$ cat src/rtl/spi_reg_pkg.sv
// rtl/spi_reg_pkg.sv - frame format and FSM state shared by spi_reg master and slave
package spi_reg_pkg;

   localparam int FRAME_BITS = 16;
   localparam int ADDR_W     = 7;
   localparam int DATA_W     = 8;

   localparam logic HDR_WRITE = 1'b1;
   localparam logic HDR_READ  = 1'b0;

   typedef enum logic [2:0] {
      IDLE,
      SETUP,
      SHIFT,
      HOLD,
      GAP
   } state_t;

   // Read frames carry zeros in the data field so the slave sees a clean idle MOSI.
   function automatic logic [FRAME_BITS-1:0] pack_frame(
      input logic              wr,
      input logic [ADDR_W-1:0] addr,
      input logic [DATA_W-1:0] wdata
   );
      return {(wr ? HDR_WRITE : HDR_READ), addr, (wr ? wdata : {DATA_W{1'b0}})};
   endfunction

endpackage

$ cat src/rtl/spi_sclk_div.sv
// rtl/spi_sclk_div.sv - loadable down-counter timing every FSM phase
module spi_sclk_div #(
   parameter int CNT_W = 16
) (
   input  logic             clk,
   input  logic             rst,
   input  logic             load,
   input  logic [CNT_W-1:0] load_val,
   output logic             expire,
   output logic             penult
);

   logic [CNT_W-1:0] cnt;
   logic             running;

   // A load of N makes the current phase last exactly N cycles, expire marking the last one.
   always_ff @(posedge clk) begin
      if (rst) begin
         cnt     <= '0;
         running <= 1'b0;
      end else if (load) begin
         cnt     <= load_val - CNT_W'(1);
         running <= 1'b1;
      end else if (cnt != '0) begin
         cnt <= cnt - CNT_W'(1);
      end else begin
         running <= 1'b0;
      end
   end

   assign expire = running && (cnt == '0);
   assign penult = running && (cnt == CNT_W'(1));

endmodule

$ cat src/rtl/spi_reg_master.sv
// rtl/spi_reg_master.sv - SPI mode-0 master issuing 16-bit register read/write frames
module spi_reg_master
   import spi_reg_pkg::*;
#(
   parameter int CLK_DIV  = 6,
   parameter int CS_SETUP = 12,
   parameter int CS_HOLD  = 10,
   parameter int CS_GAP   = 30
) (
   input  logic              clk,
   input  logic              rst,
   input  logic              cmd_valid,
   output logic              cmd_ready,
   input  logic              cmd_write,
   input  logic [ADDR_W-1:0] cmd_addr,
   input  logic [DATA_W-1:0] cmd_wdata,
   output logic              rsp_valid,
   output logic [DATA_W-1:0] rsp_rdata,
   output logic              busy,
   output logic              spi_clk,
   output logic              spi_cs,
   output logic              spi_mosi,
   input  logic              spi_miso
);

   localparam int CNT_W = 16;
   localparam logic [CNT_W-1:0] DIV_V   = CNT_W'(CLK_DIV);
   localparam logic [CNT_W-1:0] SETUP_V = CNT_W'(CS_SETUP);
   localparam logic [CNT_W-1:0] HOLD_V  = CNT_W'(CS_HOLD);
   localparam logic [CNT_W-1:0] GAP_V   = CNT_W'(CS_GAP);

   state_t                  state;
   logic [FRAME_BITS-1:0]   frame;
   logic                    rd;
   logic [3:0]              bit_cnt;
   logic [DATA_W-1:0]       rx;
   logic                    accept;
   logic                    last_bit;
   logic                    load;
   logic [CNT_W-1:0]        load_val;
   logic                    expire;
   logic                    penult;

   assign accept   = (state == IDLE) && cmd_valid && cmd_ready;
   assign last_bit = spi_clk && (bit_cnt == 4'd15);

   always_comb begin
      load     = 1'b0;
      load_val = DIV_V;
      case (state)
         IDLE:  begin load = accept; load_val = SETUP_V; end
         SETUP: load = expire;
         SHIFT: begin load = expire; load_val = last_bit ? HOLD_V : DIV_V; end
         HOLD:  begin load = expire; load_val = GAP_V; end
         default: load = 1'b0;
      endcase
   end

   spi_sclk_div #(.CNT_W(CNT_W)) u_div (
      .clk      (clk),
      .rst      (rst),
      .load     (load),
      .load_val (load_val),
      .expire   (expire),
      .penult   (penult)
   );

   always_ff @(posedge clk) begin
      if (rst) begin
         state     <= IDLE;
         frame     <= '0;
         rd        <= 1'b0;
         bit_cnt   <= '0;
         rx        <= '0;
         cmd_ready <= 1'b1;
         busy      <= 1'b0;
         rsp_valid <= 1'b0;
         rsp_rdata <= '0;
         spi_clk   <= 1'b0;
         spi_cs    <= 1'b1;
         spi_mosi  <= 1'b0;
      end else begin
         rsp_valid <= 1'b0;
         case (state)
            IDLE: if (accept) begin
               frame     <= pack_frame(cmd_write, cmd_addr, cmd_wdata);
               rd        <= ~cmd_write;
               rx        <= '0;
               spi_cs    <= 1'b0;
               spi_clk   <= 1'b0;
               spi_mosi  <= cmd_write;
               cmd_ready <= 1'b0;
               busy      <= 1'b1;
               state     <= SETUP;
            end
            SETUP: if (expire) begin
               spi_clk <= 1'b1;
               bit_cnt <= '0;
               state   <= SHIFT;
            end
            // Each bit is a high phase then a low phase; the last bit has no low phase.
            SHIFT: if (expire) begin
               if (spi_clk) begin
                  spi_clk <= 1'b0;
                  if (last_bit) begin
                     state <= HOLD;
                  end else begin
                     frame    <= frame << 1;
                     spi_mosi <= frame[FRAME_BITS-2];
                  end
               end else begin
                  spi_clk <= 1'b1;
                  bit_cnt <= bit_cnt + 4'd1;
                  if (bit_cnt >= 4'd7) begin
                     rx <= {rx[DATA_W-2:0], spi_miso};
                  end
               end
            end
            HOLD: if (expire) begin
               spi_cs   <= 1'b1;
               spi_mosi <= 1'b0;
               state    <= GAP;
               if (CS_GAP == 1) begin
                  rsp_valid <= 1'b1;
                  rsp_rdata <= rd ? rx : '0;
               end
            end
            // The response pulse lands on the final GAP cycle, so it is launched one cycle early.
            GAP: begin
               if (penult) begin
                  rsp_valid <= 1'b1;
                  rsp_rdata <= rd ? rx : '0;
               end
               if (expire) begin
                  cmd_ready <= 1'b1;
                  busy      <= 1'b0;
                  state     <= IDLE;
               end
            end
            default: state <= IDLE;
         endcase
      end
   end

endmodule

$ cat config.mk
export PLATFORM = sky130hd
export DESIGN_NAME = spi_reg_master
export DESIGN_NICKNAME = d
export VERILOG_FILES = /design/src/rtl/spi_reg_pkg.sv /design/src/rtl/spi_sclk_div.sv /design/src/rtl/spi_reg_master.sv
export SDC_FILE = /design/constraint.sdc
export NUM_CORES = 1
export LEC_CHECK = 0
export ABC_AREA = 1
export CAP_MARGIN = 20
export CORE_ASPECT_RATIO = 0.6
export CORE_MARGIN = 2
export CORE_UTILIZATION = 46
export DETAILED_ROUTE_END_ITERATION = 10
export PLACE_DENSITY = 0.79
export SLEW_MARGIN = 20
export SYNTH_ARGS = -nofsm -noshare
export SYNTH_HDL_FRONTEND = slang
export SYNTH_SLANG_ARGS = --single-unit
$ cat constraint.sdc
create_clock -name clk -period 2.1 [get_ports clk]
set_clock_uncertainty 0.05 [all_clocks]
set_input_delay 0.42 -clock clk [delete_from_list [all_inputs] [get_ports clk]]
set_output_delay 0.42 -clock clk [all_outputs]
set_load 0.01 [all_outputs]
==> impl_results.md, run 1 <==
- Setup Fix Bufs, Post-CTS: 0
- RSZ-0062 raised after global routing: false
- Synth warn: 0
- DRC: 0
- DP HPWL: 5.73 mm
- Flops & latches, synth: 62
- Final ANT Viol Nets: 0
- Crit Path Class: register to register
- H-tree levels: 3
- Placed Cells incl. Taps: 635
- Syn-to-layout area delta: 20.9%
- Yosys top cell by area: dfxtp_1
- Share of the synthesized area in the top cell type: 0.365
- Max FO, Critical Path: 17
- Lkg Pwr: 2.02 nW
- CTS buffer count: 9
- Fmax: 502 MHz
- Clock sink total: 62
- Core box area: 7210 sq um
- TritonCTS clock tree: built
- Number of port buffers: 33
- Die area: 8110 sq um
- Fin. Hold Viols: 0
- Syn Area/Cell: 6.50 sq um
- Initial antenna violation count: 0
- CTS clk-pin slew, worst paths: 60 ps
- Final cycle utilization of the critical path: 0.948
- DIE HEIGHT: 70.6 microns
- Largest cells by area after synthesis: dfxtp_1 (37%), nand2_1 (23%), nor2_1 (6.4%)
- Tmin final: 1990 ps
- Total grt overflow: 0
- Root Driver: clkbuf_16
- Status: complete, no violations
- Clock insertion delay at the later pin of the skew report: 330 ps
- Total GRT Usage: 0.214
- Average wire per standard cell: 12.3 microns
- Initial Util: 0.472
- Final Non-Filler Cells: 651
- Cell Pwr Density: 1600 nW/um^2
- N_diodes: 0
- Layout cells sized above 1: 0.0911
- Vias: 3313
- # nets final: 580
- 1st-pass router iterations: 5
- Most frequent cells in the layout: nand2_1 (210), dfxtp_1 (62), nor2_1 (56)
- Global-route wire length before repair: 13.8 mm
- Syn Nets: 548
- Distinct cell type count after synthesis: 29
- Commonest non-fill, non-tap cell in the layout: nand2_1
- Seq/Total Area, Yosys: 0.365
- Slew @ Worst Pin: 562 ps
- Die span in x: 115 microns
- Vias in the first global route: 3016
- Fin Setup TNS: 0 ps
- Initial DRC count: 269
- Synth Instances: 523
- Data required, critical path: 2270 ps
- Row cnt: 24
- Max VDD drop: 0.000606 V
- Crit end category: register
- WL final: 8.02 mm
- Clk buf depth: 2
- Placer Congestion: 0.926
- Boundary Pins: 34
- Setup violators final: 0
- WHS: 415 ps
- Max-Cap Viols: 0
- Synth Cell Area: 3400 sq um
- CP arrival: 2160 ps
- Vias per cell: 5.09
- Min-Delay Path Class: register to register
- Max-slew headroom: 0.624
- Slew Limit Fails: 0
- Largest net degree at the start of global routing: 29
- Critical Path Start Type: register
## stage by stage
step | total power (W) | worst slack [ps] | instance area [sq um] | util
detailed placement | 0.00505 | 122 | 3810 | 0.528
finish | 0.00657 | 110 | 4110 | 0.570
floorplan | 0.00440 | 434 | 3400 | -
global placement | 0.00497 | 152 | 3810 | 0.528
global route | 0.00713 | 5.76 | 4110 | 0.570
CTS | 0.00653 | 136 | 4100 | 0.569
## where the power goes
part	total, W	internal, W	switching (W)
clock	0.00144	0.000920	0.000524
combinational	0.00333	0.00119	0.00214
sequential	0.00179	0.00151	0.000284
total	0.00657	0.00362	0.00295
## sequential cells by signal (all words and copies together), names as in the netlist
register / cells
busy: 1
rx: 8
rd: 1
state: 3
cmd_ready: 1
spi_clk: 1
frame: 15
rsp_rdata: 8
spi_mosi: 1
spi_cs: 1
u_div.running: 1
bit_cnt: 4
rsp_valid: 1
u_div.cnt: 16
## worst max-delay path, cell delays in order, from the launching register on
cell and delay (ps):
dfxtp_1 370, inv_1 110, ha_1 220, nand2_1 110, nor2_4 70, nand2_4 110
nor2_8 50, nand2_4 190, nand3_2 290, o21ai_0 250, nor2_1 60
## cell families (layout without fill, tap and decap cells)
family                     Yosys count  after routing  synth area share
and+or+nand+nor                    340            340             0.450
DFF                                 62             62             0.365
buffers and inverters               62             99            0.0762
AOI/OAI and AO/OA                   46             46            0.0692
xor gates and xnor gates             8              8            0.0206
adders and majority gates            5              5            0.0184
## timing repair
action | CTS | global route
hold buffers | 0 | 0
gates resized for setup | 0 | 3
hold endpoints to repair | 0 | 0
setup endpoints to repair | 0 | 13
## layer usage
layer  track usage  vias to the layer above  share of wire
met2         0.307                      132           0.41
li1              -                     1702              -
met4        0.0723                        0          0.016
met5             0                        -              0
met3        0.0591                       18          0.080
met1         0.309                     1461           0.49
## cell type report
class,count,area [sq um]
Fill cell,670,3100
Clock buffer,11,233
Inverter,44,165
Clock inverter,5,60.1
Sequential cell,62,1240
Tap cell,91,114
Timing Repair Buffer,39,388
Multi-Input combinational cell,399,1910
## synthesized netlist by cell type
master,instances
nand3_2,2
nor2_1,58
nand4_2,2
nand3_1,39
inv_2,4
clkbuf_1,7
nand4_1,2
a21boi_1,1
nand3b_1,5
buf_6,2
nor2_2,5
ha_1,5
xnor2_1,1
nor3_1,1
nand3_4,1
inv_1,40
a21oi_1,30
buf_2,9
nand2_4,5
nand2_1,210
xor2_1,7
o21bai_1,1
nand3b_4,1
o21ai_0,11
o21ai_1,3
nor2_8,2
nand2_2,3
nor2_4,4
dfxtp_1,62
## path summary, 6_finish.rpt
path	from	end	cells after the start	slack, ps
setup reg to reg	u_div.cnt[0]$_SDFFE_PP0P_	u_div.cnt[1]$_SDFFE_PP0P_	10	110
hold reg to reg	frame[5]$_SDFFE_PP0P_	frame[5]$_SDFFE_PP0P_	2	420
setup / recovery	u_div.cnt[0]$_SDFFE_PP0P_	u_div.cnt[1]$_SDFFE_PP0P_	10	110
hold / removal	frame[5]$_SDFFE_PP0P_	frame[5]$_SDFFE_PP0P_	2	420
No activity file was read; power rests on OpenSTA's default activity.
==> inputs of run 2 (changes only) <==
--- a/config.mk
+++ b/config.mk
@@ -10,6 +10,7 @@
 export CORE_ASPECT_RATIO = 0.6
 export CORE_MARGIN = 2
 export CORE_UTILIZATION = 46
+export CTS_CLUSTER_SIZE = 30
 export DETAILED_ROUTE_END_ITERATION = 10
 export PLACE_DENSITY = 0.79
 export SLEW_MARGIN = 20
==> results of run 2 <==
Final layout, timing and power as in run 1 (identical DEF).
